`config.mk`:
```
export PLATFORM = sky130hd
export DESIGN_NAME = line_buffer_reader
export DESIGN_NICKNAME = d
export VERILOG_FILES = /design/src/rtl/line_buffer_reader.sv
export SDC_FILE = /design/constraint.sdc
export NUM_CORES = 1
export LEC_CHECK = 0
export BUFFER_PORTS_ARGS = -buffer_cell sky130_fd_sc_hd__buf_4
export CORE_MARGIN = 2
export CORE_UTILIZATION = 30
export DETAILED_ROUTE_END_ITERATION = 10
export PLACE_DENSITY = 0.54
export RECOVER_POWER = 25
export SYNTH_ARGS = -nofsm -noshare
export SYNTH_HDL_FRONTEND = slang
export SYNTH_SLANG_ARGS = --single-unit
```
`constraint.sdc`:
```
create_clock -name clk -period 1.24 [get_ports clk]
set_input_delay 0.248 -clock clk [delete_from_list [all_inputs] [get_ports clk]]
set_output_delay 0.248 -clock clk [all_outputs]
set_load 0.005 [all_outputs]
```
`src/rtl/line_buffer_reader.sv`:
```
// line_buffer_reader
//   Read side of the median-filter line buffer. Once the writer signals that a line
//   of WIDTH pixels is complete, this block reads the line back from the BRAM
//   (1-cycle read latency) and streams it downstream over valid/ready. It tracks
//   column and row position, acknowledges each delivered line so the writer can
//   reuse it, and flags the end of a frame after HEIGHT lines.
//
//   Optional feature macro: FRAME_MARKERS_EN adds m_sof/m_eof frame markers.
//
// Ports
//   clk         single clock, all logic on posedge
//   rst         synchronous reset, active-high
//   line_ready  1-cycle pulse: a complete line is waiting in the buffer
//   line_ack    1-cycle pulse: current line fully delivered, buffer line reusable
//   rd_en       BRAM read enable
//   rd_addr     BRAM read address (column index)
//   rd_data     BRAM read data, valid the cycle after rd_en
//   m_valid     output pixel valid
//   m_ready     downstream ready
//   m_data      output pixel
//   m_last      last pixel of the line
//   frame_done  1-cycle pulse with the line_ack of the last row
//   busy        reader is not idle
//   ovf         sticky: a line_ready pulse was lost, cleared only by rst
//   m_sof       (FRAME_MARKERS_EN) first pixel of the frame
//   m_eof       (FRAME_MARKERS_EN) last pixel of the frame
module line_buffer_reader #(
  parameter int WIDTH  = 16,
  parameter int HEIGHT = 16,
  parameter int DATA_W = 8,
  parameter int ADDR_W = (WIDTH > 2) ? $clog2(WIDTH) : 1
) (
  input  logic              clk,
  input  logic              rst,
  input  logic              line_ready,
  output logic              line_ack,
  output logic              rd_en,
  output logic [ADDR_W-1:0] rd_addr,
  input  logic [DATA_W-1:0] rd_data,
  output logic              m_valid,
  input  logic              m_ready,
  output logic [DATA_W-1:0] m_data,
  output logic              m_last,
  output logic              frame_done,
  output logic              busy,
  output logic              ovf
`ifdef FRAME_MARKERS_EN
  ,
  output logic              m_sof,
  output logic              m_eof
`endif
);

  localparam int ROW_W = (HEIGHT > 2) ? $clog2(HEIGHT) : 1;
  localparam logic [ADDR_W-1:0] COL_LAST = ADDR_W'(WIDTH - 1);
  localparam logic [ROW_W-1:0]  ROW_LAST = ROW_W'(HEIGHT - 1);

  // Tag bits travel through the FIFO alongside each pixel: {eof, sof, last}
  // with frame markers, just {last} without.
`ifdef FRAME_MARKERS_EN
  localparam int TAG_W = 3;
`else
  localparam int TAG_W = 1;
`endif
  localparam int ENT_W = DATA_W + TAG_W;

  typedef enum logic [1:0] {
    IDLE  = 2'd0,
    READ  = 2'd1,
    DRAIN = 2'd2
  } state_t;

  state_t             state;
  state_t             state_next;
  logic [ADDR_W-1:0]  col;
  logic [ROW_W-1:0]   row;
  logic               pending;
  logic               inflight;
  logic [TAG_W-1:0]   inflight_tag;
  logic [TAG_W-1:0]   issue_tag;
  logic [1:0]         fifo_count;
  logic [ENT_W-1:0]   head_ent;
  logic [ENT_W-1:0]   tail_ent;
  logic [ENT_W-1:0]   push_ent;
  logic               push;
  logic               pop;
  logic               issue;
  logic               col_at_last;
  logic               hs_last;
  logic               line_done;
  logic               consume;
  logic               take_req;
  logic [2:0]         outstanding;

  assign col_at_last = (col == COL_LAST);
  assign m_valid     = (fifo_count != 2'd0);
  assign pop         = m_valid && m_ready;
  assign push        = inflight;
  assign hs_last     = pop && m_last;
  assign line_done   = (state == DRAIN) && hs_last;
  assign busy        = (state != IDLE);

  // At most two pixels may be buffered or in flight. A pop in the same cycle
  // frees a slot, which is what lets the reader sustain one pixel per clock.
  assign outstanding = {1'b0, fifo_count} + {2'b00, inflight};
  assign issue       = (state == READ) && ((outstanding < 3'd2) || pop);
  assign rd_en       = issue;
  assign rd_addr     = col;

  // A queued request is used up either when the reader is idle or when the
  // current line finishes; a new request is queued whenever the reader cannot
  // start it directly.
  assign consume  = pending && ((state == IDLE) || line_done);
  assign take_req = line_ready && (busy || pending);

`ifdef FRAME_MARKERS_EN
  assign issue_tag = {(row == ROW_LAST) && col_at_last,
                      (row == '0) && (col == '0),
                      col_at_last};
  assign m_sof     = head_ent[DATA_W+1];
  assign m_eof     = head_ent[DATA_W+2];
`else
  assign issue_tag = col_at_last;
`endif

  assign push_ent = {inflight_tag, rd_data};
  assign m_data   = head_ent[DATA_W-1:0];
  assign m_last   = head_ent[DATA_W];

  // State register for the read sequencer.
  always_ff @(posedge clk) begin
    if (rst) begin
      state <= IDLE;
    end else begin
      state <= state_next;
    end
  end

  // Next-state logic: start on a request, leave READ after the last column
  // has been issued, and leave DRAIN once the last pixel is handed off.
  always_comb begin
    state_next = state;
    case (state)
      IDLE: begin
        if (line_ready || pending) begin
          state_next = READ;
        end
      end
      READ: begin
        if (issue && col_at_last) begin
          state_next = DRAIN;
        end
      end
      DRAIN: begin
        if (hs_last) begin
          state_next = pending ? READ : IDLE;
        end
      end
      default: state_next = IDLE;
    endcase
  end

  // Column counter and the one-deep record of the read currently in flight,
  // so the returning data can be tagged and pushed into the FIFO.
  always_ff @(posedge clk) begin
    if (rst) begin
      col          <= '0;
      inflight     <= 1'b0;
      inflight_tag <= '0;
    end else begin
      inflight     <= issue;
      inflight_tag <= issue_tag;
      if (issue) begin
        col <= col_at_last ? '0 : col + 1'b1;
      end
    end
  end

  // Line completion: acknowledge the line, advance the row and flag the end
  // of the frame when the last row is acknowledged.
  always_ff @(posedge clk) begin
    if (rst) begin
      line_ack   <= 1'b0;
      frame_done <= 1'b0;
      row        <= '0;
    end else begin
      line_ack   <= line_done;
      frame_done <= line_done && (row == ROW_LAST);
      if (line_done) begin
        row <= (row == ROW_LAST) ? '0 : row + 1'b1;
      end
    end
  end

  // Request bookkeeping: one request can wait behind the active line; a
  // further request with no free slot is dropped and recorded in ovf.
  always_ff @(posedge clk) begin
    if (rst) begin
      pending <= 1'b0;
      ovf     <= 1'b0;
    end else if (take_req) begin
      if (!pending || consume) begin
        pending <= 1'b1;
      end else begin
        ovf <= 1'b1;
      end
    end else if (consume) begin
      pending <= 1'b0;
    end
  end

  // Two-entry output FIFO with the head held in a register so m_data/m_last
  // come straight from flops and stay put while the consumer stalls. The
  // issue rule guarantees a push into a full FIFO only happens with a pop.
  always_ff @(posedge clk) begin
    if (rst) begin
      fifo_count <= 2'd0;
      head_ent   <= '0;
      tail_ent   <= '0;
    end else begin
      case (fifo_count)
        2'd0: begin
          if (push) begin
            head_ent   <= push_ent;
            fifo_count <= 2'd1;
          end
        end
        2'd1: begin
          if (push && pop) begin
            head_ent <= push_ent;
          end else if (push) begin
            tail_ent   <= push_ent;
            fifo_count <= 2'd2;
          end else if (pop) begin
            fifo_count <= 2'd0;
          end
        end
        default: begin
          if (pop) begin
            head_ent <= tail_ent;
            if (push) begin
              tail_ent <= push_ent;
            end else begin
              fifo_count <= 2'd1;
            end
          end
        end
      endcase
    end
  end

endmodule

```
==> metrics.txt, run 1 <==
Starting Density=31.74%; clock sinks=36; Rel. slew slack=84.59%; Synth top area share=47.14%; largest net degree at the start of global routing=19; Synth top cells by count=36 x dfxtp_1, 29 x nor2_1, 20 x mux2i_1; Slew Limit Fails=0; Tightest Hold Check Type=in2reg; Hold Slack=0.1821 ns; cts hold-fix bufs=0; WP data arrival=1.12 ns; CP Capture Type=output pin; Yosys warning total=0; VDD IR max=0.6313 mV; CTS tree=built; Post-route DRC=0; GRT Util Overall=14.14%; IO Count=31; Longest Clk Path Bufs=2; Remaining Overflow, GRT=0; DR iter-0 viols=56; R2R setup slack=-0.10 ns; post-synth cell types=39; first-pass GRT wire length=6051 um; count leader, synth=dfxtp_1; area of the multi-input gates=903.4 um2; Placement Setup Slack=-0.1698 ns; Final Skew=0.004780 ns; critical path's slowest cell=dfxtp_2; Final Core Density=49.22%; routed vias=1389; cell area after synthesis=1529 um2; final period utilization=110.1%; crit path max fanout=5; DIE AREA=5684 um2; die height=75.39 um; final setup violation count=14; register area=733.2 um2; Final Non-Filler Cells=288; drt pass-1 iters=4; initial antenna violation count=0; number of port buffers=30; fillers=477; Critical Path Start Type=register; Syn Nets=175; Fin Setup TNS=-0.6450 ns; Routability Congestion=0.7590; Post-synth ARST share=0%; Worst EP required=0.99 ns; Clock H-tree levels=2; outcome=finished with violations; Hold Crit Endpoint=fifo_count[0]; Critical Path, Cell by Cell=and2b_2 > o21ai_4 > inv_2 > buf_6; delay-heaviest family, CP=flip-flops; nets=234; Critical R2R Launch=fifo_count[1]; vias in the first global route=1356; Fin. Hold Viols=0; CTS Buf Count=5; Area contributors post-synth=dfxtp_1 47%, mux2i_1 13%, nor2_1 7.1%, a211oi_1 4.4%, a21oi_1 2.6%; critical path class=reg2out; dominant synthesized flop cell=dfxtp_1; Final ANT Viol Nets=0; dpl cells=271; R2R cell count=5; DR WL/cell=13.43 um; Final Worst Setup Slack=-0.1248 ns; RSZ-0062 raised after global routing=yes; share of cells above drive strength 1=51.13%; WP buf/inv=2; FF-to-FF End=row[3]; final WL=3868 um; Min-Delay Path Depth=2; Mean Syn Cell Area=9.497 um2; max-cap violations=0; Horiz. Die Dim=75.39 um; number of synthesized register bits=36; Skew-Pair Late Insertion Delay=0.29 ns; Power Dens Cells=1103 nW/um2; leading area contributor after synthesis=dfxtp_1; Hold Startpoint=rst; Final HPWL DP=2479 um; Cells after Synth=161; failing checks=setup timing; # rows=25; minimum clock period=1.365 ns; CTS clk-pin slew, worst paths=0.07 ns; via-per-instance ratio=4.823; core footprint=4817 um2; Least-Margin Pin Slew=0.2288 ns; sequential share of the synthesized area=47.14%; Clock Root Buffer=clkbuf_8; total leakage power=1.038 nW; Max Freq=0.7327 GHz; antenna cell count=0; Area growth syn-to-layout=55.07%; Post-synth EDFFs=0; CP max stage delay=0.35 ns
## area by class of cell
| class | instances | share of cell area (%) |
|---|---|---|
| clock buffer | 6 | 3.061 |
| tap | 67 | 3.536 |
| clock inverter | 2 | 1.478 |
| multi-input combinational | 111 | 38.10 |
| timing repair buffer | 62 | 22.16 |
| inverter | 4 | 0.7388 |
| sequential | 36 | 30.92 |
## worst max path at each step
stage | startpoint | slack [ns] | endpoint | cells past startpoint
finish | state[0] | -0.12 | rd_en | 4
global route | fifo_count[0] | -0.17 | rd_en | 4
CTS | state[1] | -0.11 | rd_en | 4
detailed placement | fifo_count[1] | -0.17 | tail_ent[3] | 5
global placement | fifo_count[1] | -0.12 | tail_ent[1] | 5
floorplan | fifo_count[1] | -0.06 | rd_addr[3] | 5
## routing by layer
metal / track usage, % / share of wire [%]
met1: 17.07 / 44
met2: 22.51 / 49
met3: 4.497 / 4.1
met4: 7.407 / 2.6
met5: 0 / 0
## through the flow
stage | cell area, um2 | total power [mW]
floorplan | 1559 | 1.386
global placement | 1992 | 1.528
detailed placement | 1992 | 1.537
CTS | 2183 | 2.577
global route | 2371 | 2.750
finish | 2371 | 2.615
## cell families (layout without fill, tap and decap cells)
family | after synthesis | in the layout | synth area share (%)
AO/OA/AOI/OAI | 32 | 32 | 14.32
XOR/XNOR | 3 | 3 | 1.719
flip-flops | 36 | 36 | 47.14
buffers and inverters | 14 | 74 | 4.827
adder cells (fa/ha/maj) | 2 | 2 | 1.636
multiplexers | 20 | 20 | 13.09
AND/OR/NAND/NOR | 54 | 54 | 17.27
## state kept, by name (all words and copies together), names as in the netlist
name          count
head_ent          9
tail_ent          9
rd_addr           4
row               4
fifo_count        2
state             2
frame_done        1
inflight          1
inflight_tag      1
line_ack          1
ovf               1
pending           1
## layout by cell type, fill, tap and decap left out, types with 2 or more instances in the layout
cell,Yosys,routed
buf_4,3,50
dfxtp_1,36,30
nor2_1,29,22
mux2i_1,20,20
buf_6,1,8
nor2_2,0,7
a211oi_2,0,7
a21oi_1,8,6
nand2_1,6,5
clkbuf_8,0,5
dfxtp_2,0,4
o21ai_0,5,3
inv_2,0,2
nand3_2,0,2
nand3_1,4,2
xor2_1,2,2
a21oi_2,1,2
nand2b_1,2,2
a211oi_1,9,2
dfxtp_4,0,2
clkbuf_4,0,2
## power breakdown
part	switching (mW)	internal (mW)
registers	0.0372	1.19
logic	0.161	0.206
clock network	0.420	0.597
## repair_timing
item,in CTS,in global routing
pin swaps,7,10
buffers inserted,5,3
gates cloned,0,1
setup endpoints to repair,31,31
resized for setup,18,34
No activity file was read; power rests on OpenSTA's default activity.
==> inputs of run 2 (changes only) <==
ABC_CLOCK_PERIOD_IN_PS = 1500   (was not set)
PLACE_DENSITY = 0.52   (was 0.54)
clock period = 1.5 ns   (was 1.24 ns; I/O delays follow)
==> metrics.txt, run 2 (synthesized netlist as in run 1, its figures left out) <==
outcome=finished clean; R2R setup slack=0.06 ns; largest net degree at the start of global routing=23; Clock H-tree levels=2; Clock Root Buffer=clkbuf_8; Metal-1 WL=1361 um; Slew Limit Fails=0; Final HPWL DP=2229 um; VDD IR max=0.4230 mV; critical path class=reg2reg; Longest Clk Path Bufs=2; R2R cell count=5; CP max stage delay=0.44 ns; vias in the first global route=1195; Non-Filler Cell Area, Final=1966 um2; Skew-Pair Late Insertion Delay=0.29 ns; CTS clk-pin slew, worst paths=0.08 ns; DR iter-0 viols=80; WP data arrival=1.66 ns; Power Dens Cells=978.9 nW/um2; Fin Setup TNS=0 ns; Critical Path Start Type=register; final setup violation count=0; Horiz. Die Dim=75.39 um; Fin. Hold Viols=0; Post-route DRC=0; share of cells above drive strength 1=27.78%; Met2 Routed Length=1502 um; via-per-instance ratio=4.664; Max Freq=0.6952 GHz; IO Count=31; CTS Buf Count=5; Final Non-Filler Cells=265; most common cell after layout, fill and taps aside=dfxtp_1; number of port buffers=30; DP Area=1832 um2; Rel. slew slack=79.03%; CP Capture Type=register; most frequent cells in the layout=33 x dfxtp_1, 29 x nor2_1, 28 x buf_4, 20 x mux2i_1; Hold Crit Endpoint=tail_ent[0]; Area growth syn-to-layout=28.56%; FF-to-FF End=rd_addr[0]; Final ANT Viol Nets=0; Final Skew=0.01033 ns; minimum clock period=1.438 ns; nets=211; die height=75.39 um; first-pass GRT wire length=5092 um; dpl cells=255; clock sinks=36; Min-Delay Path Depth=3; met3 WL=197 um; # rows=25; Critical Path, Cell by Cell=and2b_2 > o21ai_4 > buf_4 > or3b_2 > a21oi_1; drt pass-1 iters=4; max layer used=met4; critical path's slowest cell=or3b_2; biggest registers after layout=head_ent (9), tail_ent (9); DR WL/cell=11.68 um; DIE AREA=5684 um2; final WL=3096 um; cts hold-fix bufs=0; final period utilization=95.89%; CTS tree=built; Least-Margin Pin Slew=0.3136 ns; antenna cell count=0; Hold Startpoint=rd_data[0]; Remaining Overflow, GRT=0; Critical R2R Launch=state[0]; routed vias=1236; crit path max fanout=5; max-cap violations=0; total leakage power=0.8712 nW; RSZ-0062 raised after global routing=no; Tightest Hold Check Type=in2reg; Routability Congestion=0.7216; core footprint=4817 um2; GRT Util Overall=11.82%; Worst EP required=1.72 ns; initial antenna violation count=0; Starting Density=31.74%; Hold Slack=0.2477 ns
run 2: cell count changes in the layout (fill, tap and decap cells not counted), moves of 3 or more:
cell	previous run	this run
buf_4	50	28
a211oi_1	2	9
a211oi_2	7	0
buf_6	8	1
clkbuf_4	2	9
nor2_1	22	29
nor2_2	7	0
dfxtp_1	30	33
dfxtp_2	4	1
inv_1	1	4
run 2: layout make-up:
type,count,area (um2)
Timing Repair Buffer,39,292.8
Multi-Input combinational cell,111,752.0
Fill cell,497,2851
Clock inverter,2,10.01
Tap cell,67,83.83
Clock buffer,6,82.58
Inverter,4,15.01
Sequential cell,36,729.5
run 2: worst max path at each step:
stage | startpoint | end | depth (start not counted)
after global placement | fifo_count[0] | rd_addr[3] | 4
final | state[0] | rd_addr[0] | 5
after detailed placement | fifo_count[0] | head_ent[2] | 4
after global routing | state[1] | rd_en | 4
after CTS | fifo_count[0] | rd_en | 4
after floorplan | m_ready | tail_ent[0] | 6
run 2: metrics by stage:
stage,utilization (%),power (mW),setup WS [ns]
6_report,40.81,1.924,0.06167
5_1_grt,40.81,2.012,0.002769
4_1_cts,40.47,1.948,0.01596
3_5_place_dp,38.03,1.231,0.07185
3_3_place_gp,38.03,1.224,0.1317
2_1_floorplan,-,1.139,0.1734
run 2: what timing repair did:
item,4_1_cts,5_1_grt
pin swaps,1,0
resized for setup,3,7
endpoints found under the setup margin,1,11
setup buffers,2,0
run 2: where the power goes:
part           switching (mW)  internal (mW)
Clock                   0.343          0.366
Combinational          0.0952          0.108
Sequential             0.0258          0.985
run 2: critical path, delay by kind of cell (launching register included):
kind                   cells  cell delay [ns]
AOI/OAI and AO/OA          2             0.20
buffers and inverters      1             0.15
DFF                        1             0.39
and+or+nand+nor            2             0.64
run 2: metal layers:
layer | vias to the layer above | GRT usage [%]
met2 | 30 | 20.29
met4 | 0 | 4.094
met1 | 562 | 13.85
li1 | 639 | -
met3 | 5 | 3.836
met5 | - | 0
==> inputs of run 3 (changes only) <==
ABC_CLOCK_PERIOD_IN_PS = 1600   (was 1500)
PLACE_DENSITY = not set   (was 0.52)
clock period = 1.6 ns   (was 1.5 ns; I/O delays follow)
==> metrics.txt, run 3 (synthesized netlist as in run 1, its figures left out) <==
outcome=finished clean; largest net degree at the start of global routing=22; first-pass GRT wire length=4692 um; Critical Path Start Type=register; R2R cell count=4; DR WL/cell=11.11 um; WP buf/inv=2; nets=207; dpl cells=253; max-cap violations=0; R2R setup slack=0.13 ns; Post-route DRC=0; CTS clk-pin slew, worst paths=0.07 ns; Clock H-tree levels=2; fillers=518; Final Non-Filler Cells=261; register area=724.4 um2; Fin. Hold Viols=0; Non-Filler Cell Area, Final=1906 um2; GRT Util Overall=10.97%; cts hold-fix bufs=0; DP Area=1817 um2; Longest Clk Path Bufs=2; vias in the first global route=1063; Worst EP required=1.28 ns; routed vias=1193; Final HPWL DP=1993 um; CP max stage delay=0.37 ns; Starting Density=31.74%; IO Count=31; Critical R2R Launch=fifo_count[1]; final WL=2899 um; overall power=1.763 mW; final setup violation count=0; Hold Slack=0.2780 ns; Skew-Pair Late Insertion Delay=0.28 ns; Remaining Overflow, GRT=0; biggest registers after layout=head_ent (9), tail_ent (9); core footprint=4817 um2; Clock Root Buffer=clkbuf_8; drt pass-1 iters=2; Horiz. Die Dim=75.39 um; FF-to-FF End=row[3]; critical path class=reg2out; via-per-instance ratio=4.571; clock sinks=36; Fin Setup TNS=0 ns; Final Worst Setup Slack=0.09104 ns; Slew Limit Fails=0; RSZ-0062 raised after global routing=no; Min-Delay Path Depth=3; Hold Crit Endpoint=tail_ent[5]; Max Freq=0.6627 GHz; DIE AREA=5684 um2; Final ANT Viol Nets=0; initial antenna violation count=0; Hold Startpoint=rd_data[5]; total leakage power=0.8289 nW; antenna cell count=0; Critical Path, Cell by Cell=and2b_1 > o21ai_4 > inv_1 > buf_4; Least-Margin Pin Slew=0.3072 ns; most common cell after layout, fill and taps aside=dfxtp_1; Power Dens Cells=924.9 nW/um2; minimum clock period=1.509 ns; critical path's slowest cell=dfxtp_1; Rel. slew slack=79.52%; Placement Setup Slack=0.1528 ns; CP Capture Type=output pin; post_cts resized=3; DR iter-0 viols=52; most frequent cells in the layout=33 x dfxtp_1, 29 x nor2_1, 27 x buf_4, 20 x mux2i_1, 9 x a211oi_1; VDD IR max=0.5070 mV; CTS Buf Count=5; Final Core Density=39.56%; final period utilization=94.31%; crit path max fanout=6; Tightest Hold Check Type=in2reg; die height=75.39 um; Routability Congestion=0.7378; number of port buffers=30; # rows=25; area of the multi-input gates=735.7 um2; post-CTS setup buffers=0; share of cells above drive strength 1=25.26%; Area growth syn-to-layout=24.63%; Final Skew=0.008984 ns; CTS tree=built; WP data arrival=1.19 ns; delay-heaviest family, CP=flip-flops; CP Depth=4
## run 3: cell count changes in the layout (fill, tap and decap cells not counted)
cell | before | now
clkbuf_4 | 9 | 7
dfxtp_2 | 1 | 3
dfxtp_4 | 2 | 0
a21oi_2 | 0 | 1
a21oi_4 | 1 | 0
and2b_1 | 1 | 2
and2b_2 | 1 | 0
buf_4 | 28 | 27
buf_6 | 1 | 0
clkbuf_8 | 6 | 5
clkinv_4 | 0 | 1
nand2_1 | 6 | 7
nand2_4 | 1 | 0
## run 3: where the power goes
part | switching, mW | internal, mW
Clock | 0.329 | 0.303
Sequential | 0.0257 | 0.926
Combinational | 0.0834 | 0.0951
Total | 0.438 | 1.32
## run 3: layout make-up
class | instances | area share, %
clock buffers | 5 | 3.611
flip-flops and latches | 36 | 38.02
inverters | 4 | 0.7879
repair buffers | 35 | 13.59
clock inverters | 3 | 0.9849
multi-input cells | 111 | 38.61
well taps | 67 | 4.399
## run 3: how the worst max path moves through the flow
stage / start / endpoint / slack, ns
after floorplan: m_ready / tail_ent[0] / 0.25
after global placement: fifo_count[0] / row[3] / 0.19
after detailed placement: fifo_count[1] / head_ent[8] / 0.15
after CTS: fifo_count[0] / rd_en / 0.03
after global routing: state[1] / rd_en / 0.02
final: state[1] / rd_en / 0.09
## run 3: metal layers
| metal | vias to the layer above | part of all wire (%) | GRT usage (%) |
|---|---|---|---|
| met4 | 0 | 0.38 | 4.678 |
| met1 | 537 | 47 | 13.44 |
| met5 | - | 0 | 0 |
| li1 | 628 | - | - |
| met2 | 26 | 48 | 17.58 |
| met3 | 2 | 4.3 | 3.704 |
## run 3: worst min-delay path: cells and delay by family
kind | cells | cell delay, ns
and+or+nand+nor | 1 | 0.07
muxes | 1 | 0.05
buffers and inverters | 1 | 0.09
